===== src/rtl/decode_pipe.sv =====
// decode_pipe: RV32I decode stage. IF/ID register, control decode,
// immediate generation, register file with write-through bypass,
// load-use stall detection and an ID/EX register with flush/bubble.
// Ports:
//   clk, rst                  clock, synchronous active-high reset
//   valid_f, instr_f, pc_f    fetch bundle
//   flush                     kill IF/ID and ID/EX contents
//   wb_en, wb_addr, wb_data   writeback port
//   stall_f                   fetch must hold PC/instr
//   *_e                       registered execute-stage bundle
//   a0                        live content of x10
module decode_pipe #(
  parameter int          DATA_WIDTH     = 32,
  parameter int          REG_ADDR_WIDTH = 5,
  parameter logic [31:0] NOP_INSTR      = 32'h00000013
) (
  input  logic                      clk,
  input  logic                      rst,
  input  logic                      valid_f,
  input  logic [31:0]               instr_f,
  input  logic [DATA_WIDTH-1:0]     pc_f,
  input  logic                      flush,
  input  logic                      wb_en,
  input  logic [REG_ADDR_WIDTH-1:0] wb_addr,
  input  logic [DATA_WIDTH-1:0]     wb_data,
  output logic                      stall_f,
  output logic                      valid_e,
  output logic [DATA_WIDTH-1:0]     pc_e,
  output logic [DATA_WIDTH-1:0]     rd1_e,
  output logic [DATA_WIDTH-1:0]     rd2_e,
  output logic [DATA_WIDTH-1:0]     imm_e,
  output logic [REG_ADDR_WIDTH-1:0] rs1_e,
  output logic [REG_ADDR_WIDTH-1:0] rs2_e,
  output logic [REG_ADDR_WIDTH-1:0] rd_e,
  output logic                      reg_write_e,
  output logic                      mem_write_e,
  output logic                      alu_src_e,
  output logic                      branch_e,
  output logic                      jump_e,
  output logic                      illegal_e,
  output logic [1:0]                result_src_e,
  output logic [3:0]                alu_control_e,
  output logic [2:0]                funct3_e,
  output logic [DATA_WIDTH-1:0]     a0
);

  localparam int DW   = DATA_WIDTH;
  localparam int AW   = REG_ADDR_WIDTH;
  localparam int NREG = 1 << AW;

  localparam logic [6:0] OP_R     = 7'h33;
  localparam logic [6:0] OP_I     = 7'h13;
  localparam logic [6:0] OP_LD    = 7'h03;
  localparam logic [6:0] OP_ST    = 7'h23;
  localparam logic [6:0] OP_BR    = 7'h63;
  localparam logic [6:0] OP_JAL   = 7'h6F;
  localparam logic [6:0] OP_JALR  = 7'h67;
  localparam logic [6:0] OP_LUI   = 7'h37;
  localparam logic [6:0] OP_AUIPC = 7'h17;

  localparam logic [3:0] ALU_ADD  = 4'd0;
  localparam logic [3:0] ALU_SUB  = 4'd1;
  localparam logic [3:0] ALU_AND  = 4'd2;
  localparam logic [3:0] ALU_OR   = 4'd3;
  localparam logic [3:0] ALU_XOR  = 4'd4;
  localparam logic [3:0] ALU_SLT  = 4'd5;
  localparam logic [3:0] ALU_SLTU = 4'd6;
  localparam logic [3:0] ALU_SLL  = 4'd7;
  localparam logic [3:0] ALU_SRL  = 4'd8;
  localparam logic [3:0] ALU_SRA  = 4'd9;
  localparam logic [3:0] ALU_PASS = 4'd10;

  typedef struct packed {
    logic          valid;
    logic [DW-1:0] pc;
    logic [DW-1:0] rd1;
    logic [DW-1:0] rd2;
    logic [DW-1:0] imm;
    logic [AW-1:0] rs1;
    logic [AW-1:0] rs2;
    logic [AW-1:0] rd;
    logic          reg_write;
    logic          mem_write;
    logic          alu_src;
    logic          branch;
    logic          jump;
    logic          illegal;
    logic [1:0]    result_src;
    logic [3:0]    alu;
    logic [2:0]    funct3;
  } id_ex_t;

  logic [31:0]   ifid_instr_q, ifid_instr_d;
  logic [DW-1:0] ifid_pc_q, ifid_pc_d;
  logic          ifid_valid_q, ifid_valid_d;
  id_ex_t        idex_q, idex_d, dec;
  logic [DW-1:0] regs_q [NREG];

  logic [31:0]   ins;
  logic [6:0]    opc;
  logic [2:0]    f3;
  logic [AW-1:0] rs1, rs2, rd;
  logic [DW-1:0] rd1, rd2;
  logic [3:0]    alu_f3;
  logic          is_r, is_i, is_ld, is_st, is_br;
  logic          is_jal, is_jalr, is_lui, is_auipc;
  logic          rs1_used, rs2_used, ld_use;
  logic signed [31:0] imm_i, imm_s, imm_b, imm_u, imm_j, imm32;

  assign ins = ifid_instr_q;
  assign opc = ins[6:0];
  assign f3  = ins[14:12];
  assign rs1 = ins[15 +: AW];
  assign rs2 = ins[20 +: AW];
  assign rd  = ins[7 +: AW];

  assign is_r     = opc == OP_R;
  assign is_i     = opc == OP_I;
  assign is_ld    = opc == OP_LD;
  assign is_st    = opc == OP_ST;
  assign is_br    = opc == OP_BR;
  assign is_jal   = opc == OP_JAL;
  assign is_jalr  = opc == OP_JALR;
  assign is_lui   = opc == OP_LUI;
  assign is_auipc = opc == OP_AUIPC;

  assign imm_i = {{20{ins[31]}}, ins[31:20]};
  assign imm_s = {{20{ins[31]}}, ins[31:25], ins[11:7]};
  assign imm_b = {{19{ins[31]}}, ins[31], ins[7],
                  ins[30:25], ins[11:8], 1'b0};
  assign imm_u = {ins[31:12], 12'b0};
  assign imm_j = {{11{ins[31]}}, ins[31], ins[19:12],
                  ins[20], ins[30:21], 1'b0};

  // instr[30] selects SUB only for R-type; SRA for both R and I
  always_comb begin
    alu_f3 = ALU_ADD;
    case (f3)
      3'b000: alu_f3 = (is_r && ins[30]) ? ALU_SUB : ALU_ADD;
      3'b001: alu_f3 = ALU_SLL;
      3'b010: alu_f3 = ALU_SLT;
      3'b011: alu_f3 = ALU_SLTU;
      3'b100: alu_f3 = ALU_XOR;
      3'b101: alu_f3 = ins[30] ? ALU_SRA : ALU_SRL;
      3'b110: alu_f3 = ALU_OR;
      default: alu_f3 = ALU_AND;
    endcase
  end

  // register reads with write-through bypass; x0 is hardwired
  always_comb begin
    rd1 = regs_q[rs1];
    rd2 = regs_q[rs2];
    if (rs1 == '0) rd1 = '0;
    else if (wb_en && wb_addr == rs1) rd1 = wb_data;
    if (rs2 == '0) rd2 = '0;
    else if (wb_en && wb_addr == rs2) rd2 = wb_data;
  end

  always_comb begin
    dec        = '0;
    imm32      = '0;
    dec.valid  = ifid_valid_q;
    dec.pc     = ifid_pc_q;
    dec.rd1    = rd1;
    dec.rd2    = rd2;
    dec.rs1    = rs1;
    dec.rs2    = rs2;
    dec.rd     = rd;
    dec.funct3 = f3;
    unique case (1'b1)
      is_r: begin
        dec.reg_write = 1'b1;
        dec.alu       = alu_f3;
      end
      is_i: begin
        dec.reg_write = 1'b1;
        dec.alu_src   = 1'b1;
        dec.alu       = alu_f3;
        imm32         = imm_i;
      end
      is_ld: begin
        dec.reg_write  = 1'b1;
        dec.alu_src    = 1'b1;
        dec.result_src = 2'b01;
        imm32          = imm_i;
      end
      is_st: begin
        dec.mem_write = 1'b1;
        dec.alu_src   = 1'b1;
        imm32         = imm_s;
      end
      is_br: begin
        dec.branch = 1'b1;
        dec.alu    = ALU_SUB;
        imm32      = imm_b;
      end
      is_jal: begin
        dec.reg_write  = 1'b1;
        dec.jump       = 1'b1;
        dec.result_src = 2'b10;
        imm32          = imm_j;
      end
      is_jalr: begin
        dec.reg_write  = 1'b1;
        dec.jump       = 1'b1;
        dec.alu_src    = 1'b1;
        dec.result_src = 2'b10;
        imm32          = imm_i;
      end
      is_lui: begin
        dec.reg_write = 1'b1;
        dec.alu_src   = 1'b1;
        dec.alu       = ALU_PASS;
        imm32         = imm_u;
      end
      is_auipc: begin
        dec.reg_write = 1'b1;
        dec.alu_src   = 1'b1;
        imm32         = imm_u;
      end
      default: dec.illegal = 1'b1;
    endcase
    dec.imm = DW'(imm32);
  end

  assign rs1_used = !(is_lui || is_auipc || is_jal);
  assign rs2_used = is_r || is_st || is_br;

  assign ld_use = idex_q.valid && idex_q.reg_write &&
                  idex_q.result_src == 2'b01 &&
                  idex_q.rd != '0 &&
                  ((rs1_used && idex_q.rd == rs1) ||
                   (rs2_used && idex_q.rd == rs2));

  assign stall_f = ld_use && !rst;

  always_comb begin
    ifid_instr_d = ifid_instr_q;
    ifid_pc_d    = ifid_pc_q;
    ifid_valid_d = ifid_valid_q;
    if (flush) begin
      ifid_instr_d = NOP_INSTR;
      ifid_pc_d    = '0;
      ifid_valid_d = 1'b0;
    end else if (!stall_f) begin
      ifid_instr_d = instr_f;
      ifid_pc_d    = pc_f;
      ifid_valid_d = valid_f;
    end
  end

  // an empty IF/ID slot also enters ID/EX as a bubble
  always_comb begin
    idex_d = dec;
    if (flush || stall_f || !ifid_valid_q) idex_d = '0;
  end

  always_ff @(posedge clk) begin
    if (rst) begin
      ifid_instr_q <= NOP_INSTR;
      ifid_pc_q    <= '0;
      ifid_valid_q <= 1'b0;
      idex_q       <= '0;
    end else begin
      ifid_instr_q <= ifid_instr_d;
      ifid_pc_q    <= ifid_pc_d;
      ifid_valid_q <= ifid_valid_d;
      idex_q       <= idex_d;
    end
  end

  always_ff @(posedge clk) begin
    if (rst) begin
      for (int i = 0; i < NREG; i++) regs_q[i] <= '0;
    end else if (wb_en && wb_addr != '0) begin
      regs_q[wb_addr] <= wb_data;
    end
  end

  assign valid_e       = idex_q.valid;
  assign pc_e          = idex_q.pc;
  assign rd1_e         = idex_q.rd1;
  assign rd2_e         = idex_q.rd2;
  assign imm_e         = idex_q.imm;
  assign rs1_e         = idex_q.rs1;
  assign rs2_e         = idex_q.rs2;
  assign rd_e          = idex_q.rd;
  assign reg_write_e   = idex_q.reg_write;
  assign mem_write_e   = idex_q.mem_write;
  assign alu_src_e     = idex_q.alu_src;
  assign branch_e      = idex_q.branch;
  assign jump_e        = idex_q.jump;
  assign illegal_e     = idex_q.illegal;
  assign result_src_e  = idex_q.result_src;
  assign alu_control_e = idex_q.alu;
  assign funct3_e      = idex_q.funct3;
  assign a0            = regs_q[AW'(10)];

endmodule


===== config.mk =====
export PLATFORM = sky130hd
export DESIGN_NAME = decode_pipe
export DESIGN_NICKNAME = d
export VERILOG_FILES = /design/src/rtl/decode_pipe.sv
export SDC_FILE = /design/constraint.sdc
export NUM_CORES = 2
export LEC_CHECK = 0
export BUFFER_PORTS_ARGS = -buffer_cell sky130_fd_sc_hd__buf_4
export CORE_MARGIN = 1
export CORE_UTILIZATION = 45
export CTS_CLUSTER_SIZE = 20
export DETAILED_ROUTE_END_ITERATION = 10
export PLACE_DENSITY_LB_ADDON = 0.08
export SLEW_MARGIN = 20
export SYNTH_ARGS = -nofsm -noshare
export SYNTH_HDL_FRONTEND = slang
export SYNTH_SLANG_ARGS = --single-unit

===== constraint.sdc =====
create_clock -name clk -period 3.2 [get_ports clk]
set_input_delay 0 -clock clk [delete_from_list [all_inputs] [get_ports clk]]
set_output_delay 0 -clock clk [all_outputs]
set_load 0.005 [all_outputs]

After elaboration in Yosys (flattened, before gate mapping). Memories as Yosys holds them, arrays and structs flattened. A register that Yosys moved wholly into a read port is not among the register bits. Index checks and enable logic that the tools add are counted.

Register bits after elaboration: 160. RAM bits: 1024. Input bits: 106. Output and inout port bits: 192. Word-level logic and storage cells: 93. Memories kept: 1.

Equality and inequality tests: 18. Muxes and demuxes: 20. Reduce and logical (&&, ||, !) cells: 36.

Memory list: regs_q (depth 32, width 32, rd ports 3, clocked after Yosys merged registers in 2, write ports 32, line 97) `logic [DW-1:0] regs_q [NREG];`.

Operator list (number): 32-bit one-hot mux with 5 select lines (1); 32-bit two-way mux (1); 32-bit OR reduction (1); 4-bit one-hot mux with 7 select lines (1); 7-bit by 6-bit == test with 1-bit output, second input constant (3); 7-bit == test, second input constant (3); 7-bit by 5-bit == test with 1-bit output, second input constant (2); 1-bit two-way mux (14); 4-bit one-hot mux with 3 select lines (1); 5-bit == test (2); 5-bit zero test (2); 5-bit nonzero test (2); 2-bit OR reduction (5); 3-bit == test, second input constant (3); 1-bit logical AND (9); 3-bit OR reduction (3); 9-bit OR reduction (1); 7-bit by 2-bit == test with 1-bit output, second input constant (1); 1-bit logical OR (7); 7-bit OR reduction (1); 3-bit by 2-bit == test with 1-bit output, second input constant (2); 6-bit OR reduction (1); 5-bit two-way mux (1); 2-bit one-hot mux with 2 select lines (1); other kinds (4) (6).

Depth between registers and ports, before layout.
Word-level depth: 11. Depth in mapped cells: 11. Gate-level depth less buffers: 7.

Least setup slack after synthesis. Ideal clock, no wire load.

Path kind: reg-to-reg. Start point: register ifid_instr_q[20]. End point: register rd2_e[27] (netlist name). Setup time: 0.134 ns. Arrival: 1.918 ns. Required time: 3.066 ns. Slack: 1.148 ns. Cell stages (with the launch flop): 9. Buffers on the path: 3. Path through: dfxtp_1 buf_4 buf_4 buf_2 mux4_2 a211oi_1 a22oi_1 nand2_1 a21oi_1.

Cells in the longest elaborated chain, start to end: 8.

Ends and longest elaborated chain: from (decl) (line 93) `logic [31:0] ifid_instr_q, ifid_instr_d;`; from (signal assigned) (line 266) `ifid_instr_q <= ifid_instr_d;`; 5-bit == test (line 234) `(rs2_used && idex_q.rd == rs2));`; 1-bit logical AND (line 234); 1-bit logical OR (line 233) `((rs1_used && idex_q.rd == rs1) ||`; 1-bit logical AND (line 232) `idex_q.rd != '0 &&`; 1-bit logical AND (line 236) `assign stall_f = ld_use && !rst;`; 1-bit logical OR (2 in series) (line 256) `if (flush || stall_f || !ifid_valid_q) idex_d = '0;`; 3-bit OR reduction (no source line).

Parallel ways exist; a longest one is shown, timed or not. A chain may end at the register's enable or synchronous reset.

Worst setup path after layout.
Start point: register ifid_instr_q[21]. End point: register rd2_e[10] (netlist name).

Cells in the longest elaborated chain, start to end: 8.

Ends and longest elaborated chain (line): 5-bit == test (234); 1-bit logical AND (234); 1-bit logical OR (233); 1-bit logical AND (232); 1-bit logical AND (236); 1-bit logical OR (2 in series) (256); 3-bit OR reduction (no source line).

Parallel ways exist; a longest one is shown, timed or not.

==> summary.md <==
| Metric | Value |
|---|---|
| Count of boundary I/O pins | 298 |
| All-Layer GR Usage | 32.1% |
| Xor-xnor portion of the synthesized cell area | 0.293% |
| Number of global-route vias before repair | 43,100 |
| Worst Setup End Kind | flop |
| Buffers on Ports | 297 |
| Unrepaired setup endpoints after global routing | false |
| Final Skew | 0.0307 ns |
| Routed length per instance | 32.1 um |
| Effective utilization at floorplan | 45.5% |
| Final critical delay including setup and external delays | 3.02 ns |
| FP Rows | 136 |
| Worst setup path start | ifid_instr_q[21] |
| Number of hold violations in the final report | 0 |
| Mux cell area share after synthesis | 18.8% |
| Clock slew at reported path FFs | 0.06 ns |
| Number of vias after detailed routing | 43,600 |
| Slew at the pin with the worst max-slew slack | 1.00 ns |
| Outcome | complete, no violations |
| Synthesis-to-layout area growth | 17.7% |
| Vias per cell | 6.12 |
| Maximum buffer depth of the clock tree | 3 |
| Final Max Slew Viols | 0 |
| Lkg Pwr | 25.8 nW |
| Number of buffers created by CTS | 143 |
| Nets | 5,313 |
| Total core area | 0.138 mm2 |
| First-iteration detailed-routing DRC count | 4,973 |
| Mean Syn Cell Area | 13.1 um2 |
| Total gr overflow | 0 |
| Die extent in y | 375 um |
| Fraction of the mapped netlist area in simple logic gates | 14.7% |
| Post-DRT Antenna Nets | 0 |
| Setup-violating endpoint count in the final report | 0 |
| Wire length of the first global-routing pass | 322,000 um |
| Start of the worst register-to-register path | ifid_instr_q[21] |
| Post-synth top area cell | sky130_fd_sc_hd__edfxtp_1 |
| Number of H-tree branching levels | 4 |
| Highest-count cells in the layout ignoring fill and taps | sky130_fd_sc_hd__edfxtp_1, sky130_fd_sc_hd__and2_1, sky130_fd_sc_hd__mux2i_1, sky130_fd_sc_hd__buf_4, sky130_fd_sc_hd__nand2_1 |
| Routability congestion estimate | 0.925 |
| F_max | 331 MHz |
| Post-CTS repair timing setup buffer count | 0 |
| Worst hold path startpoint | pc_f[31] |
| Warning count from the yosys run | 0 |
| Post-synth ARST share | 0% |
| Initial antenna violation count | 5 |
| WL final | 229,000 um |
| Maximum number of pins on one net before global-route repair | 67 |
| Synthesized-area fraction occupied by adder cells | 0% |
| Post-Syn Area | 0.0627 mm2 |
| Largest family of logic cells by synthesized area | multiplexers |
| Synthesized-area fraction occupied by ao, oa, aoi and oai cells | 6.19% |
| Clock insertion delay at the later pin of the skew report | 0.79 ns |
| Required time at the endpoint of the critical path | 3.88 ns |
| Total of fill cells in the finished design | 11,500 |
| Maximum ir drop on the vdd rail | 0.000414 V |
| Length of the first detailed-routing pass in iterations | 5 |
| Post-synth EDFFs | 1,024 |
| CTS sink cnt | 1,248 |
| Most common library cell in the layout ignoring fill and taps | sky130_fd_sc_hd__edfxtp_1 |
| Count of unique library cells instantiated by Yosys | 63 |
| Critical Path Source Type | flop |
| Share of post-route cells with drive strength above 1 | 21.9% |
| Top-area cell type share of the netlist area | 49.0% |
| Synth Register Bits | 1,248 |
| CTS Root Cell | sky130_fd_sc_hd__clkbuf_16 |
| Primary FF master, synth | sky130_fd_sc_hd__edfxtp_1 |
| TritonCTS clock tree | built |
| Cell types with the largest area share after synthesis | sky130_fd_sc_hd__edfxtp_1, sky130_fd_sc_hd__and2_1, sky130_fd_sc_hd__mux4_2 |
| Fin Setup TNS | 0 ns |
| Slew Limit Headroom | 33.2% |
| Final worst-path cycle share | 94.4% |
| Path type of the worst min-delay path | in2reg |
| PwrDens | 524 mW/mm2 |
| Floorplan die width | 375 um |
| Post-layout utilization of the core | 53.5% |
| Sequential share of the synthesized area | 56.2% |
| # DRC | 0 |
| Post-DP HPWL | 146,000 um |
| Worst Path Arrival | 3.70 ns |
| DIE AREA | 0.141 mm2 |
| Peak fanout along the critical path | 25 |
| Total of max-cap violations | 0 |
| Worst setup path category | reg2reg |
| Synthesized instance count | 4,802 |
[path summary, 6_finish.rpt]
check / cells after the start / slack (ns) / endpoint
worst max register to register: 8 / 0.18 / rd2_e[10]
worst min register to register: 2 / 0.45 / ifid_valid_q
worst min-delay path: 4 / 0.02 / ifid_pc_q[31]
worst max-delay path: 8 / 0.18 / rd2_e[10]
[registers in the layout, summed over array words and instances (netlist names)]
| register | count |
|---|---|
| alu_control_e | 4 |
| alu_src_e | 1 |
| branch_e | 1 |
| funct3_e | 3 |
| ifid_instr_q | 32 |
| ifid_pc_q | 32 |
| ifid_valid_q | 1 |
| illegal_e | 1 |
| imm_e | 32 |
| jump_e | 1 |
| mem_write_e | 1 |
| pc_e | 32 |
| rd1_e | 32 |
| rd2_e | 32 |
| rd_e | 5 |
| reg_write_e | 1 |
| regs_q | 1024 |
| result_src_e | 2 |
| rs1_e | 5 |
| rs2_e | 5 |
| valid_e | 1 |
[worst max-delay path: stages, from the launching register on]
cell	delay, ns
sky130_fd_sc_hd__dfxtp_4	0.63
sky130_fd_sc_hd__buf_12	0.28
sky130_fd_sc_hd__mux4_2	0.52
sky130_fd_sc_hd__mux2_2	0.28
sky130_fd_sc_hd__a221oi_2	0.36
sky130_fd_sc_hd__a21oi_1	0.07
sky130_fd_sc_hd__nand2_1	0.08
sky130_fd_sc_hd__a21oi_1	0.06
sky130_fd_sc_hd__dlygate4sd3_1	0.57
[routing by layer]
metal	global-route usage (%)	vias to the layer above	share of wire (%)
met2	50.6	2276	46
met1	43.0	22200	41
met4	15.4	8	5.1
li1	-	18600	-
met5	0	-	0.022
met3	5.86	454	8.0
[cells by family after synthesis]
family                    count (synthesis)
xor gates and xnor gates                 21
and+or+nand+nor                        1619
muxes                                   841
AOI/OAI and AO/OA                       576
DFF                                    1248
buffers and inverters                   496
other                                     1
[final cells by class]
cell class | instances | area, um2 | area share (%)
flip-flops and latches | 1248 | 35300 | 47.8
multi-input cells | 3089 | 25400 | 34.4
repair buffers | 719 | 6400 | 8.67
clock buffers | 204 | 4120 | 5.58
well taps | 1794 | 2240 | 3.04
clock inverters | 56 | 358 | 0.485
inverters | 6 | 23.8 | 0.0322
diodes | 4 | 10.0 | 0.0136
[synth_stat cells (8+ instances only)]
cell type / n
sky130_fd_sc_hd__a21oi_1: 205
sky130_fd_sc_hd__mux2_2: 27
sky130_fd_sc_hd__and3_1: 51
sky130_fd_sc_hd__a211o_1: 8
sky130_fd_sc_hd__o21ai_0: 14
sky130_fd_sc_hd__or2_2: 33
sky130_fd_sc_hd__and2_1: 997
sky130_fd_sc_hd__dfxtp_1: 224
sky130_fd_sc_hd__o21ai_1: 15
sky130_fd_sc_hd__o211ai_1: 18
sky130_fd_sc_hd__buf_6: 28
sky130_fd_sc_hd__o22ai_1: 37
sky130_fd_sc_hd__nand2b_1: 21
sky130_fd_sc_hd__nand3_1: 26
sky130_fd_sc_hd__nor3_1: 8
sky130_fd_sc_hd__a211oi_1: 29
sky130_fd_sc_hd__nor2_1: 104
sky130_fd_sc_hd__buf_2: 78
sky130_fd_sc_hd__clkbuf_1: 305
sky130_fd_sc_hd__a221oi_1: 37
sky130_fd_sc_hd__mux2i_1: 548
sky130_fd_sc_hd__a22oi_1: 100
sky130_fd_sc_hd__mux4_2: 266
sky130_fd_sc_hd__or3_1: 12
sky130_fd_sc_hd__nand4_1: 47
sky130_fd_sc_hd__nor2b_1: 9
sky130_fd_sc_hd__edfxtp_1: 1024
sky130_fd_sc_hd__xnor2_1: 15
sky130_fd_sc_hd__buf_1: 10
sky130_fd_sc_hd__a22o_1: 8
sky130_fd_sc_hd__o221ai_1: 78
sky130_fd_sc_hd__nand2_1: 280
sky130_fd_sc_hd__buf_4: 67
sky130_fd_sc_hd__a31oi_1: 10
[timing repair]
action	in CTS	in global routing
hold endpoints to repair	1153	0
endpoints found under the setup margin	0	1
hold buffers	146	0
gates resized for setup	0	1
[power breakdown]
part / internal, mW / leakage, nW / switching, mW
Clock: 9.18 / 2.21 / 6.81
Combinational: 1.58 / 12.0 / 2.28
Sequential: 18.3 / 11.6 / 0.492
Total: 29.1 / 25.8 / 9.58
[stage by stage]
stage	hold slack (ns)	cell area [um2]	std cells	setup WS [ns]	power, mW
6_report	0.0216	73800	7120	0.179	38.7
5_1_grt	0.0416	73800	7116	0.0778	39.7
4_1_cts	0.00111	73800	7116	0.0631	38.8
3_5_place_dp	0.215	67800	6710	0.388	22.8
3_3_place_gp	0.218	67800	6709	0.276	22.8
2_1_floorplan	0.122	62800	4833	1.15	21.1
(Power assumes the default switching activity.)
